==> src/rtl/orbit_pkg.sv <==
// Shared types and constants for the Euler-step micro-sequencer:
// FP op codes, register/source indices, micro-op layout and FSM states.
package orbit_pkg;

    typedef enum logic [1:0] {
        OP_ADD = 2'd0,
        OP_MUL = 2'd1,
        OP_ISQ = 2'd2
    } opc_e;

    // Register file indices r0..r7
    localparam logic [2:0] R_X  = 3'd0;
    localparam logic [2:0] R_Y  = 3'd1;
    localparam logic [2:0] R_VX = 3'd2;
    localparam logic [2:0] R_VY = 3'd3;
    localparam logic [2:0] R_T0 = 3'd4;
    localparam logic [2:0] R_T1 = 3'd5;
    localparam logic [2:0] R_T2 = 3'd6;
    localparam logic [2:0] R_T3 = 3'd7;

    // Operand sources: 0..7 select a register, 8..10 select a constant
    localparam logic [3:0] S_X    = 4'd0;
    localparam logic [3:0] S_Y    = 4'd1;
    localparam logic [3:0] S_VX   = 4'd2;
    localparam logic [3:0] S_VY   = 4'd3;
    localparam logic [3:0] S_T0   = 4'd4;
    localparam logic [3:0] S_T1   = 4'd5;
    localparam logic [3:0] S_T2   = 4'd6;
    localparam logic [3:0] S_T3   = 4'd7;
    localparam logic [3:0] S_KG   = 4'd8;
    localparam logic [3:0] S_KDT  = 4'd9;
    localparam logic [3:0] S_ZERO = 4'd10;

    localparam int unsigned PROG_LEN = 15;
    localparam logic [3:0]  PC_LAST  = 4'(PROG_LEN - 1);

    localparam logic [31:0] K_GMDT_DEF = 32'hBC23D70A;
    localparam logic [31:0] K_DT_DEF   = 32'h3C23D70A;

    typedef struct packed {
        opc_e       opc;
        logic [2:0] dst;
        logic [3:0] srca;
        logic [3:0] srcb;
    } uop_t;

    typedef enum logic [2:0] {
        ST_IDLE,
        ST_LOAD,
        ST_ISSUE,
        ST_WAIT,
        ST_STEP_END,
        ST_DONE,
        ST_ERROR
    } state_e;

    function automatic uop_t mk_uop(input opc_e o, input logic [2:0] d,
                                    input logic [3:0] a, input logic [3:0] b);
        uop_t u;
        u.opc  = o;
        u.dst  = d;
        u.srca = a;
        u.srcb = b;
        return u;
    endfunction

endpackage

==> src/rtl/euler_uop_rom.sv <==
// Fixed 15-entry micro-program for one semi-implicit Euler step.
module euler_uop_rom
    import orbit_pkg::*;
(
    input  logic [3:0] pc,
    output uop_t       uop
);

    always_comb begin
        case (pc)
            4'd0:    uop = mk_uop(OP_MUL, R_T0, S_X,  S_X);
            4'd1:    uop = mk_uop(OP_MUL, R_T1, S_Y,  S_Y);
            4'd2:    uop = mk_uop(OP_ADD, R_T0, S_T0, S_T1);
            4'd3:    uop = mk_uop(OP_ISQ, R_T1, S_T0, S_ZERO);
            4'd4:    uop = mk_uop(OP_MUL, R_T2, S_T1, S_T1);
            4'd5:    uop = mk_uop(OP_MUL, R_T2, S_T2, S_T1);
            4'd6:    uop = mk_uop(OP_MUL, R_T2, S_T2, S_KG);
            4'd7:    uop = mk_uop(OP_MUL, R_T3, S_X,  S_T2);
            4'd8:    uop = mk_uop(OP_ADD, R_VX, S_VX, S_T3);
            4'd9:    uop = mk_uop(OP_MUL, R_T3, S_Y,  S_T2);
            4'd10:   uop = mk_uop(OP_ADD, R_VY, S_VY, S_T3);
            4'd11:   uop = mk_uop(OP_MUL, R_T3, S_VX, S_KDT);
            4'd12:   uop = mk_uop(OP_ADD, R_X,  S_X,  S_T3);
            4'd13:   uop = mk_uop(OP_MUL, R_T3, S_VY, S_KDT);
            4'd14:   uop = mk_uop(OP_ADD, R_Y,  S_Y,  S_T3);
            default: uop = '0;
        endcase
    end

endmodule

==> src/rtl/euler_step_sequencer.sv <==
// Drives a shared FP unit through the Euler micro-program, one position
// sample per step, with a per-op result timeout.
module euler_step_sequencer
    import orbit_pkg::*;
#(
    parameter logic [31:0] K_GMDT  = K_GMDT_DEF,
    parameter logic [31:0] K_DT    = K_DT_DEF,
    parameter int unsigned TIMEOUT = 64
) (
    input  logic        clk,
    input  logic        rst_n,
    input  logic        start,
    input  logic [31:0] x0,
    input  logic [31:0] y0,
    input  logic [31:0] vx0,
    input  logic [31:0] vy0,
    input  logic [15:0] n_steps,
    output logic        op_valid,
    input  logic        op_ready,
    output logic [1:0]  op_code,
    output logic [31:0] op_a,
    output logic [31:0] op_b,
    input  logic        res_valid,
    input  logic [31:0] res,
    output logic [31:0] X,
    output logic [31:0] Y,
    output logic        sample_valid,
    output logic        busy,
    output logic        done,
    output logic        err
);

    localparam int unsigned WCW = $clog2(TIMEOUT + 1);

    state_e            state_q, state_d;
    logic [3:0]        pc_q, pc_d;
    logic [15:0]       step_cnt_q, step_cnt_d;
    logic [15:0]       n_steps_q, n_steps_d;
    logic [WCW-1:0]    wait_cnt_q, wait_cnt_d;
    logic [7:0][31:0]  rf_q, rf_d;
    logic [31:0]       x_q, x_d, y_q, y_d;
    logic              sample_valid_q, sample_valid_d;
    logic              done_q, done_d;
    logic              err_q, err_d;
    uop_t              uop;

    euler_uop_rom u_rom (
        .pc  (pc_q),
        .uop (uop)
    );

    function automatic logic [31:0] src_val(input logic [3:0] s, input logic [7:0][31:0] rf);
        case (s)
            S_KG:    return K_GMDT;
            S_KDT:   return K_DT;
            default: return s[3] ? 32'd0 : rf[s[2:0]];
        endcase
    endfunction

    always_comb begin
        state_d        = state_q;
        pc_d           = pc_q;
        step_cnt_d     = step_cnt_q;
        n_steps_d      = n_steps_q;
        wait_cnt_d     = wait_cnt_q;
        rf_d           = rf_q;
        x_d            = x_q;
        y_d            = y_q;
        sample_valid_d = 1'b0;
        done_d         = 1'b0;
        err_d          = err_q;

        case (state_q)
            ST_IDLE: begin
                // Inputs are captured on the start edge itself so they need
                // only be valid alongside the start pulse.
                if (start) begin
                    rf_d[R_X]  = x0;
                    rf_d[R_Y]  = y0;
                    rf_d[R_VX] = vx0;
                    rf_d[R_VY] = vy0;
                    n_steps_d  = n_steps;
                    err_d      = 1'b0;
                    state_d    = ST_LOAD;
                end
            end
            ST_LOAD: begin
                x_d        = rf_q[R_X];
                y_d        = rf_q[R_Y];
                pc_d       = '0;
                step_cnt_d = '0;
                if (n_steps_q == '0) begin
                    done_d  = 1'b1;
                    state_d = ST_DONE;
                end else begin
                    state_d = ST_ISSUE;
                end
            end
            ST_ISSUE: begin
                if (op_ready) begin
                    wait_cnt_d = '0;
                    state_d    = ST_WAIT;
                end
            end
            ST_WAIT: begin
                if (res_valid) begin
                    rf_d[uop.dst] = res;
                    if (pc_q == PC_LAST) begin
                        // Sample from the post-write file so Y includes this result.
                        x_d            = rf_d[R_X];
                        y_d            = rf_d[R_Y];
                        sample_valid_d = 1'b1;
                        state_d        = ST_STEP_END;
                    end else begin
                        pc_d    = pc_q + 4'd1;
                        state_d = ST_ISSUE;
                    end
                end else if (wait_cnt_q == WCW'(TIMEOUT)) begin
                    err_d   = 1'b1;
                    state_d = ST_ERROR;
                end else begin
                    wait_cnt_d = wait_cnt_q + 1'b1;
                end
            end
            ST_STEP_END: begin
                step_cnt_d = step_cnt_q + 16'd1;
                if (({1'b0, step_cnt_q} + 17'd1) == {1'b0, n_steps_q}) begin
                    done_d  = 1'b1;
                    state_d = ST_DONE;
                end else begin
                    pc_d    = '0;
                    state_d = ST_ISSUE;
                end
            end
            ST_DONE:  state_d = ST_IDLE;
            ST_ERROR: state_d = ST_IDLE;
            default:  state_d = ST_IDLE;
        endcase
    end

    always_ff @(posedge clk or negedge rst_n) begin
        if (!rst_n) begin
            state_q        <= ST_IDLE;
            pc_q           <= '0;
            step_cnt_q     <= '0;
            n_steps_q      <= '0;
            wait_cnt_q     <= '0;
            rf_q           <= '0;
            x_q            <= '0;
            y_q            <= '0;
            sample_valid_q <= 1'b0;
            done_q         <= 1'b0;
            err_q          <= 1'b0;
        end else begin
            state_q        <= state_d;
            pc_q           <= pc_d;
            step_cnt_q     <= step_cnt_d;
            n_steps_q      <= n_steps_d;
            wait_cnt_q     <= wait_cnt_d;
            rf_q           <= rf_d;
            x_q            <= x_d;
            y_q            <= y_d;
            sample_valid_q <= sample_valid_d;
            done_q         <= done_d;
            err_q          <= err_d;
        end
    end

    always_comb begin
        op_code = '0;
        op_a    = '0;
        op_b    = '0;
        if (state_q == ST_ISSUE) begin
            op_code = uop.opc;
            op_a    = src_val(uop.srca, rf_q);
            op_b    = src_val(uop.srcb, rf_q);
        end
    end

    assign op_valid     = (state_q == ST_ISSUE);
    assign busy         = (state_q != ST_IDLE);
    assign X            = x_q;
    assign Y            = y_q;
    assign sample_valid = sample_valid_q;
    assign done         = done_q;
    assign err          = err_q;

endmodule

==> config.mk <==
export PLATFORM = sky130hd
export DESIGN_NAME = euler_step_sequencer
export DESIGN_NICKNAME = d
export VERILOG_FILES = /design/src/rtl/orbit_pkg.sv /design/src/rtl/euler_uop_rom.sv /design/src/rtl/euler_step_sequencer.sv
export SDC_FILE = /design/constraint.sdc
export NUM_CORES = 1
export LEC_CHECK = 0
export BUFFER_PORTS_ARGS = -buffer_cell sky130_fd_sc_hd__buf_2
export CAP_MARGIN = 5
export CORE_MARGIN = 2
export CORE_UTILIZATION = 55
export CTS_CLUSTER_SIZE = 10
export DETAILED_ROUTE_END_ITERATION = 6
export PLACE_DENSITY = 0.86
export REMOVE_ABC_BUFFERS = 1
export SETUP_SLACK_MARGIN = 0.05
export SLEW_MARGIN = 20
export SYNTH_ARGS = -nofsm -noshare
export SYNTH_HDL_FRONTEND = slang
export SYNTH_SLANG_ARGS = --single-unit
==> constraint.sdc <==
create_clock -name clk -period 5.5 [get_ports clk]
set_input_delay 0.275 -clock clk [delete_from_list [all_inputs] [get_ports clk]]
set_output_delay 0.275 -clock clk [all_outputs]
set_load 0.01 [all_outputs]
Word-level counts from Yosys, hierarchy flattened. Memories as Yosys holds them, arrays and structs flattened. Cells that the tools add are included.

Divide/modulo/power cells: 0. Bitwise operators: 0. Order comparisons: 4. Shifts and indexed selects: 0. Equality and inequality tests: 21. Reduce and logical (&&, ||, !) cells: 17. Multipliers: 0. Add/subtract/negate cells: 4. Muxes and demuxes: 50.

Operator list (count): $mux 32 (11); $bwmux 256 (1); $mux 128 (2); $pmux 128 s2 (1); $pmux 32 s2 (4); $bmux 32 s3 (2); $demux 32 s3 (1); $pmux 16 s2 (1); $mux 3 (7); $mux 7 (3); $eq 4x4->1 const B (5); $add 16x1->17 const B (1); $eq 17x16->1 (1); $add 16x1->16 const B (1); $logic_not 16->1 (1); $ne 2x2->1 const B (8); $pmux 3 s5 (1); $pmux 7 s2 (1); $lt 3x4->1 const B (3); $mux 4 (3); $pmux 4 s3 (1); $reduce_and 4->1 (3); $reduce_and 3->1 (3); $mux 1 (8); other kinds (16) (23).

Bits in writable memories: 0. Memories: 1. Input bits: 181. Bits in latches: 0. Register bits: 369. ROM bits: 192. Logic and storage cells: 115.

Memories: (name not given) (depth 16, width 12, rd ports 1, clocked after memory_dff 0, write ports 0, line euler_uop_rom.sv:10) `case (pc)`.

Logic depth before layout (Yosys ltp). Gate-level depths: netlist (run 1). An unclocked memory read counts as a cell.

Depth in word-level cells: 9. Depth in mapped cells: 12. Depth with buffers taken out: 9.

Modules after synthesis. Synthesis (run 1) repeated with hierarchy kept, for this count alone.

Cell total of the unflattened synthesis: 1908. Area, all modules: 20425.8 um^2.

By module, submodules not included: euler_step_sequencer (cells an instance 1864, area each 20054.2 um^2, times used 1); euler_uop_rom (cells an instance 44, area each 371.6 um^2, times used 1).

Worst setup path after synthesis (run 1). Ideal clock, no wire load.

Kind: flip-flop to output port. Start point: register pc_q[0]. End point: output op_a[11]. Arrival: 2296 ps. Stages on the path, launching flop included: 11. Required time: 5225 ps. Setup slack: 2929 ps. Path through: dfrtp_1 > buf_2 > inv_1 > ha_1 > mux2_1 > o21ai_1 > buf_4 > buf_6 > mux4_2 > nand2_1 > a21oi_1.

Word-level cells in the longest chain between the ends: 6. Elaborated cells between the ends (all ways): 8. Classes of those cells: eq/ne: 2; mux: 5; memory: 1.

Ends and longest elaborated chain: start: declaration (line euler_step_sequencer.sv:36) `logic [3:0] pc_q, pc_d;`; start signal: assignment (line euler_step_sequencer.sv:156) `pc_q <= pc_d;`; $mem_v2 16x12 (*); $bmux 32 s3 (line euler_step_sequencer.sv:56) `default: return s[3] ? 32'd0 : rf[s[2:0]];`; $mux 32 (not written as such) (line euler_step_sequencer.sv:56); $mux 32 (line euler_step_sequencer.sv:56); $pmux 32 s2 (*) (line euler_step_sequencer.sv:53) `case (s)`; $mux 32 (*) (line euler_step_sequencer.sv:173) `if (state_q == ST_ISSUE) begin`; end: declaration (line euler_step_sequencer.sv:21) `output logic [31:0] op_a,`.

Mark *: on every way between the ends. The rest lies on a longest branch, timed or not. The select of a mux whose other input is x is not followed.

Worst setup path after layout (run 1).
Start point: register pc_q[0]. End point: output op_b[6].

Word-level cells in the longest chain between the ends: 6. Elaborated cells between the ends (all ways): 8. Classes of those cells: eq/ne: 2; mux: 5; memory: 1.

Ends and longest elaborated chain: $mem_v2 16x12 (*); $bmux 32 s3 (line euler_step_sequencer.sv:56); $mux 32 (not written as such) (line euler_step_sequencer.sv:56); $mux 32 (line euler_step_sequencer.sv:56); $pmux 32 s2 (*) (line euler_step_sequencer.sv:53); $mux 32 (*) (line euler_step_sequencer.sv:173); end: declaration (line euler_step_sequencer.sv:22) `output logic [31:0] op_b,`.

Marked as above.

==> results of run 1 <==
==> registers in the layout, summed over array words and instances (netlist names) <==
| signal | count |
|---|---|
| X | 32 |
| Y | 32 |
| done | 1 |
| err | 1 |
| n_steps_q | 16 |
| pc_q | 4 |
| rf_q | 256 |
| sample_valid | 1 |
| state_q | 3 |
| step_cnt_q | 16 |
| wait_cnt_q | 7 |
==> final timing paths <==
| check | endpoint | start | cells past startpoint | slack [ns] |
|---|---|---|---|---|
| worst max-delay path | op_b[6] | pc_q[0]$_DFFE_PN0P_ | 11 | 0.93 |
| worst min-delay path | rf_q[111]$_DFFE_PN0P_ | vy0[15] | 3 | 0.007 |
| worst max register to register | rf_q[42]$_DFFE_PN0P_ | pc_q[3]$_DFFE_PN0P_ | 7 | 1.62 |
| worst min register to register | rf_q[66]$_DFFE_PN0P_ | rf_q[66]$_DFFE_PN0P_ | 2 | 0.48 |
| max in group asynchronous | rf_q[239]$_DFFE_PN0P_ | rst_n | 3 | 3.80 |
| min in group asynchronous | rf_q[136]$_DFFE_PN0P_ | rst_n | 2 | 0.30 |
==> Yosys cell counts, types with 16 or more instances <==
cell,n,share of area
mux4_2,65,0.071
o21ai_1,138,0.033
o21ai_0,48,0.012
a21oi_1,52,0.013
nand3_1,52,0.013
nor2_1,108,0.020
clkbuf_1,95,0.017
mux2_1,35,0.019
mux2_2,110,0.060
xnor2_1,19,0.0080
dfrtp_1,369,0.45
nand2_1,577,0.10
mux2i_1,17,0.0082
buf_2,73,0.018
a22oi_1,128,0.046
buf_1,16,0.0029
and3_1,26,0.0079
a31oi_1,104,0.031
==> per-layer routing <==
layer  vias to the layer above  track usage  routed length (um)
met2                      1590        0.554               32400
met3                       365        0.101                8640
li1                       8376            -                   -
met1                      9551        0.454               25400
met5                         -            0                  22
met4                         4        0.234                4490
==> stage by stage <==
step	total power (W)	hold slack, ns	utilization	setup WS [ns]
after floorplan	0.0102	-0.0206	-	-1.19
after global placement	0.0127	0.312	0.597	1.74
after detailed placement	0.0131	0.318	0.597	1.62
after CTS	0.0158	0.000631	0.659	0.996
after global routing	0.0170	0.0150	0.661	0.792
final	0.0161	0.00723	0.661	0.935
==> placed cells by master, fill, tap and decap left out, types with 9 or more instances in the layout <==
master	netlist	routed
nand2_1	577	570
a31oi_1	104	103
o21ai_1	138	135
a22oi_1	128	128
dlygate4sd3_1	0	106
mux2_1	35	35
mux2i_1	17	17
clkbuf_16	0	44
dfrtp_1	369	369
nor2_1	108	106
mux4_2	65	65
o21ai_0	48	48
xnor2_1	19	19
buf_2	73	314
mux2_2	110	110
a311oi_1	12	12
xor2_1	9	9
and3_1	26	26
nand4_1	12	12
nand3_1	52	52
buf_4	11	23
a21oi_1	52	50
==> timing repair <==
item / CTS / global route
setup buffers: 0 / 0
endpoints found under the hold margin: 182 / 0
hold buffers: 106 / 0
endpoints found under the setup margin: 0 / 0
gates resized for setup: 0 / 0
==> worst max-delay path: stages, from the launching register on <==
cell,delay (ns)
dfrtp_1,0.60
inv_1,0.19
ha_1,0.38
nor2_1,0.07
a211oi_2,0.36
a31o_2,0.70
buf_4,0.54
mux2i_1,0.15
o22ai_1,0.16
a31oi_1,0.06
nor2_1,0.28
buf_2,0.21
==> power breakdown <==
group	total (W)	switching [W]	internal, W	leakage [nW]
registers	0.00489	0.00103	0.00385	4.60
logic	0.00858	0.00515	0.00343	5.67
clock network	0.00267	0.00117	0.00150	0.614
total	0.0161	0.00735	0.00878	10.9
==> layout make-up <==
type / count / share of cell area
diodes: 4 / 0.000405
clock buffers: 49 / 0.0473
clock inverters: 6 / 0.00349
inverters: 9 / 0.00137
multi-input cells: 1617 / 0.429
flip-flops and latches: 369 / 0.374
well taps: 511 / 0.0259
repair buffers: 449 / 0.118
==> logic make-up after synthesis <==
family | Yosys count | synth area share
XOR/XNOR | 28 | 0.0118
adder cells (fa/ha/maj) | 8 | 0.00483
buffers and inverters | 216 | 0.0499
AO/OA/AOI/OAI | 523 | 0.158
multiplexers | 227 | 0.158
AND/OR/NAND/NOR | 831 | 0.172
flip-flops | 369 | 0.446
==> out/metrics.yaml, run 1 <==
dieArea_sq_um: 39200
critPathKind: "flop to output port"
synth_cell_types: 70
ys_seq_area_frac: 0.446
vdd.ir_drop.worst_v: 0.000407
gr-total-overflow: 0
power.density_nw_per_um2: 653
yosysWarnings: 0
vias: 19900
gr-usage-all-layers: 0.362
worst_pin_slew_ns: 1.20
final_area_sq_um: 24700
placedCellCount: 2847
tns_ns: 0
setup_violations: 0
ys.flop_type: "dfrtp_1"
cts_buffers: 44
max_freq_ghz: 0.219
syn_inst: 2202
relSlewSlack: 0.200
syn_area_per_cell_sq_um: 9.41
min_period_ns: 4.57
initialDrtViolationCount: 2107
antenna_found_initial: 4
final_cells: 3014
hold_viol_final: 0
grt_pass1_wl_mm: 109
status: "finished, final reports clean"
cts_max_level: 2
p_leak_nw: 10.9
critPathMaxFanout: 31
period_share: 0.830
multi_input_area_sq_um: 10600
endpoint_kind: "output port"
synth_edf_count: 0
routabilityCongestion: 0.907
place_area_sq_um: 22300
grt_pass1_vias: 19900
cts_tree: "done"
wl_mm: 70.9
async_flop_share: 1.00
viasPerCell: 6.60
num-fill-cells: 2734
hold_class: "input port to flop"
fp.dieW_um: 198
antenna_left: 0
clock_path_buffers: 3
worstPathRequired_ns: 5.22
root_buffer: "clkbuf_16"
drc_errors: 0
initial_core_util: 0.554
insertion_delay_ns: 0.59
ios: 316
dp_hpwl_mm: 41.2
cts_sinks: 369
area_growth_pct: 19.3
chipHeight_um: 198
wl_per_cell_um: 23.5
start_kind: "flop"
seq_area_sq_um: 9230
synth_seq_cells: 369
first_pass_iters: 6
final_layout_size_suffix_gt1_frac: 0.251
slew_viol_final: 0
clk_pin_slew_ns: 0.06
fin_nets: 2679
num_rows: 71
cp.arrival_ns: 4.29
grt_max_degree: 153
max_cap_viol_count: 0
fin_skew_ns: 0.0337
io_buffer_count: 315
rsz0062_at_grt: "no"
syn_area_sq_um: 20700
core_area_sq_um: 37400
Power figures use the tool's default switching activity.
==> run 2: changes to the inputs <==
CORE_UTILIZATION = 52   (was 55)
PLACE_DENSITY = 0.85   (was 0.86)
clock period = 4.18 ns   (was 5.5 ns; I/O delays follow)
==> out/metrics.yaml, run 2 (synthesis gave the netlist of run 1 again) <==
status: "finished, final reports clean"
placedCellCount: 2872  # +0.88%
crit_buf_inv: 2  # -1
num-fill-cells: 2889  # +5.7%
power.density_nw_per_um2: 850  # +30%
worst_pin_slew_ns: 1.10  # -0.0995 ns
worstPathRequired_ns: 3.97  # -1.25 ns
max_freq_ghz: 0.254
largest_reg_flops: 256  # unchanged
io_buffer_count: 315  # unchanged
viasPerCell: 6.67  # +1.1%
num_rows: 73  # +2.8%
gr-total-overflow: 0  # unchanged
seq_area_sq_um: 9240  # about the same
drc_errors: 0  # unchanged
dp_hpwl_mm: 43.5  # +5.3%
final_layout_size_suffix_gt1_frac: 0.248  # -0.00373
vias: 20700  # +4.1%
cpPeakStageDelay_ns: 0.82  # +0.12 ns
grt_pass1_vias: 20700  # +3.6%
area_growth_pct: 23.1
crit_family: "flip-flops"
start_kind: "flop"
cp.arrival_ns: 3.73  # -0.56 ns
relSlewSlack: 0.266  # +0.0666
clk_pin_slew_ns: 0.06  # about the same
rsz0062_at_grt: "no"
worstPathCellList: "buf_4 -> mux2i_1 -> nor2_1 -> a21oi_1 -> nand2_2 -> a211oi_1 -> buf_2"
initialDrtViolationCount: 2762  # +31%
final_cells: 3103  # +3.0%
wl_mm: 75.3  # +6.1%
cts_tree: "done"
antenna_left: 0  # unchanged
cts_sinks: 369  # unchanged
initial_core_util: 0.524  # -0.0301
multi_input_area_sq_um: 10600  # +0.32%
p_leak_nw: 11.2  # +3.0%
fp.dieW_um: 204  # +2.8%
insertion_delay_ns: 0.59  # about the same
hold_viol_final: 0  # unchanged
fin_skew_ns: 0.0248  # -0.00894 ns
crit_slowest_cell: "dfrtp_1"
min_period_ns: 3.94
gr-usage-all-layers: 0.359  # -0.00243
grt_pass1_wl_mm: 115  # +5.3%
setup_violations: 0  # unchanged
clock_path_buffers: 3  # unchanged
vdd.ir_drop.worst_v: 0.000919  # +130%
period_share: 0.943
core_area_sq_um: 39500  # +5.7%
cts_max_level: 2  # unchanged
chipHeight_um: 204  # +2.8%
critPathMaxFanout: 32  # +3.2%
routabilityCongestion: 0.910  # +0.32%
ios: 316  # unchanged
endpoint_kind: "output port"
dieArea_sq_um: 41400  # +5.6%
hold_class: "input port to flop"
critPathKind: "flop to output port"
grt_max_degree: 134  # -12%
root_buffer: "clkbuf_16"
max_cap_viol_count: 0  # unchanged
first_pass_iters: 7  # +1
antenna_found_initial: 2  # -2
cts_buffers: 43  # -2.3%
finalCoreUtilization: 0.645  # -0.0161
layout_commonest_cell: "nand2_1"
largest-register: "rf_q"
layout_common_cells: "nand2_1, dfrtp_1, buf_2"
fin_nets: 2758  # +2.9%
wl_per_cell_um: 24.3  # +3.1%
slew_viol_final: 0  # unchanged
## run 2: changes by cell type in the layout (fill, tap and decap cells not counted), moves of 3 or more
| cell | previous run | this run |
|---|---|---|
| dlygate4sd3_1 | 106 | 173 |
| buf_4 | 23 | 30 |
| buf_12 | 4 | 10 |
| clkbuf_1 | 0 | 4 |
| clkbuf_8 | 5 | 2 |
| diode_2 | 4 | 1 |
## run 2: routing by layer
metal	share of wire	routed length, um	GRT usage	up-vias
li1	-	-	-	8538
met1	0.37	27500	0.467	9936
met2	0.45	34000	0.543	1807
met3	0.12	9380	0.0989	414
met4	0.059	4410	0.208	2
met5	0.00016	12	0	-
## run 2: final cells by class
class	count	share of cell area
flip-flops and latches	369	0.362
multi-input cells	1618	0.418
repair buffers	528	0.147
clock buffers	49	0.0439
diodes	1	0.0000981
clock inverters	4	0.00236
inverters	9	0.00133
well taps	525	0.0258
## run 2: what timing repair did
| item | CTS | global route |
|---|---|---|
| hold buffers | 173 | 0 |
| buffers inserted | 0 | 3 |
| setup endpoints to repair | 0 | 21 |
| resized for setup | 0 | 4 |
| endpoints found under the hold margin | 313 | 0 |
## run 2: where the power goes
part / switching, W / total [W] / internal [W]
Sequential: 0.00139 / 0.00646 / 0.00507
Clock: 0.00150 / 0.00338 / 0.00188
Combinational: 0.00716 / 0.0118 / 0.00466
## run 2: final timing paths
kind / to / depth (start not counted) / from / slack (ns)
max in group asynchronous: rf_q[106]$_DFFE_PN0P_ / 3 / rst_n / 2.66
setup / recovery: op_b[0] / 7 / pc_q[3]$_DFFE_PN0P_ / 0.24
setup reg to reg: Y[29]$_DFFE_PN0P_ / 9 / pc_q[0]$_DFFE_PN0P_ / 0.68
min in group asynchronous: Y[8]$_DFFE_PN0P_ / 2 / rst_n / 0.31
hold reg to reg: rf_q[85]$_DFFE_PN0P_ / 2 / rf_q[85]$_DFFE_PN0P_ / 0.48
hold / removal: Y[1]$_DFFE_PN0P_ / 3 / res[1] / 0.02
## run 2: tightest hold or removal path, stage by stage
cell	delay [ns]
buf_2	0.17
nand2_1	0.08
a31oi_1	0.08
## run 2: through the flow
step                instance area (sq um)  hold WS, ns  setup WS, ns  TNS [ns]  power [W]
floorplan                           19700      -0.0866         -2.44   -427.40     0.0134
global placement                    22500        0.370         0.814         0     0.0170
detailed placement                  22500        0.371         0.710         0     0.0175
CTS                                 25400      0.00112        0.0842         0     0.0210
global route                        25500       0.0244        0.0994         0     0.0226
finish                              25500       0.0172         0.238         0     0.0217
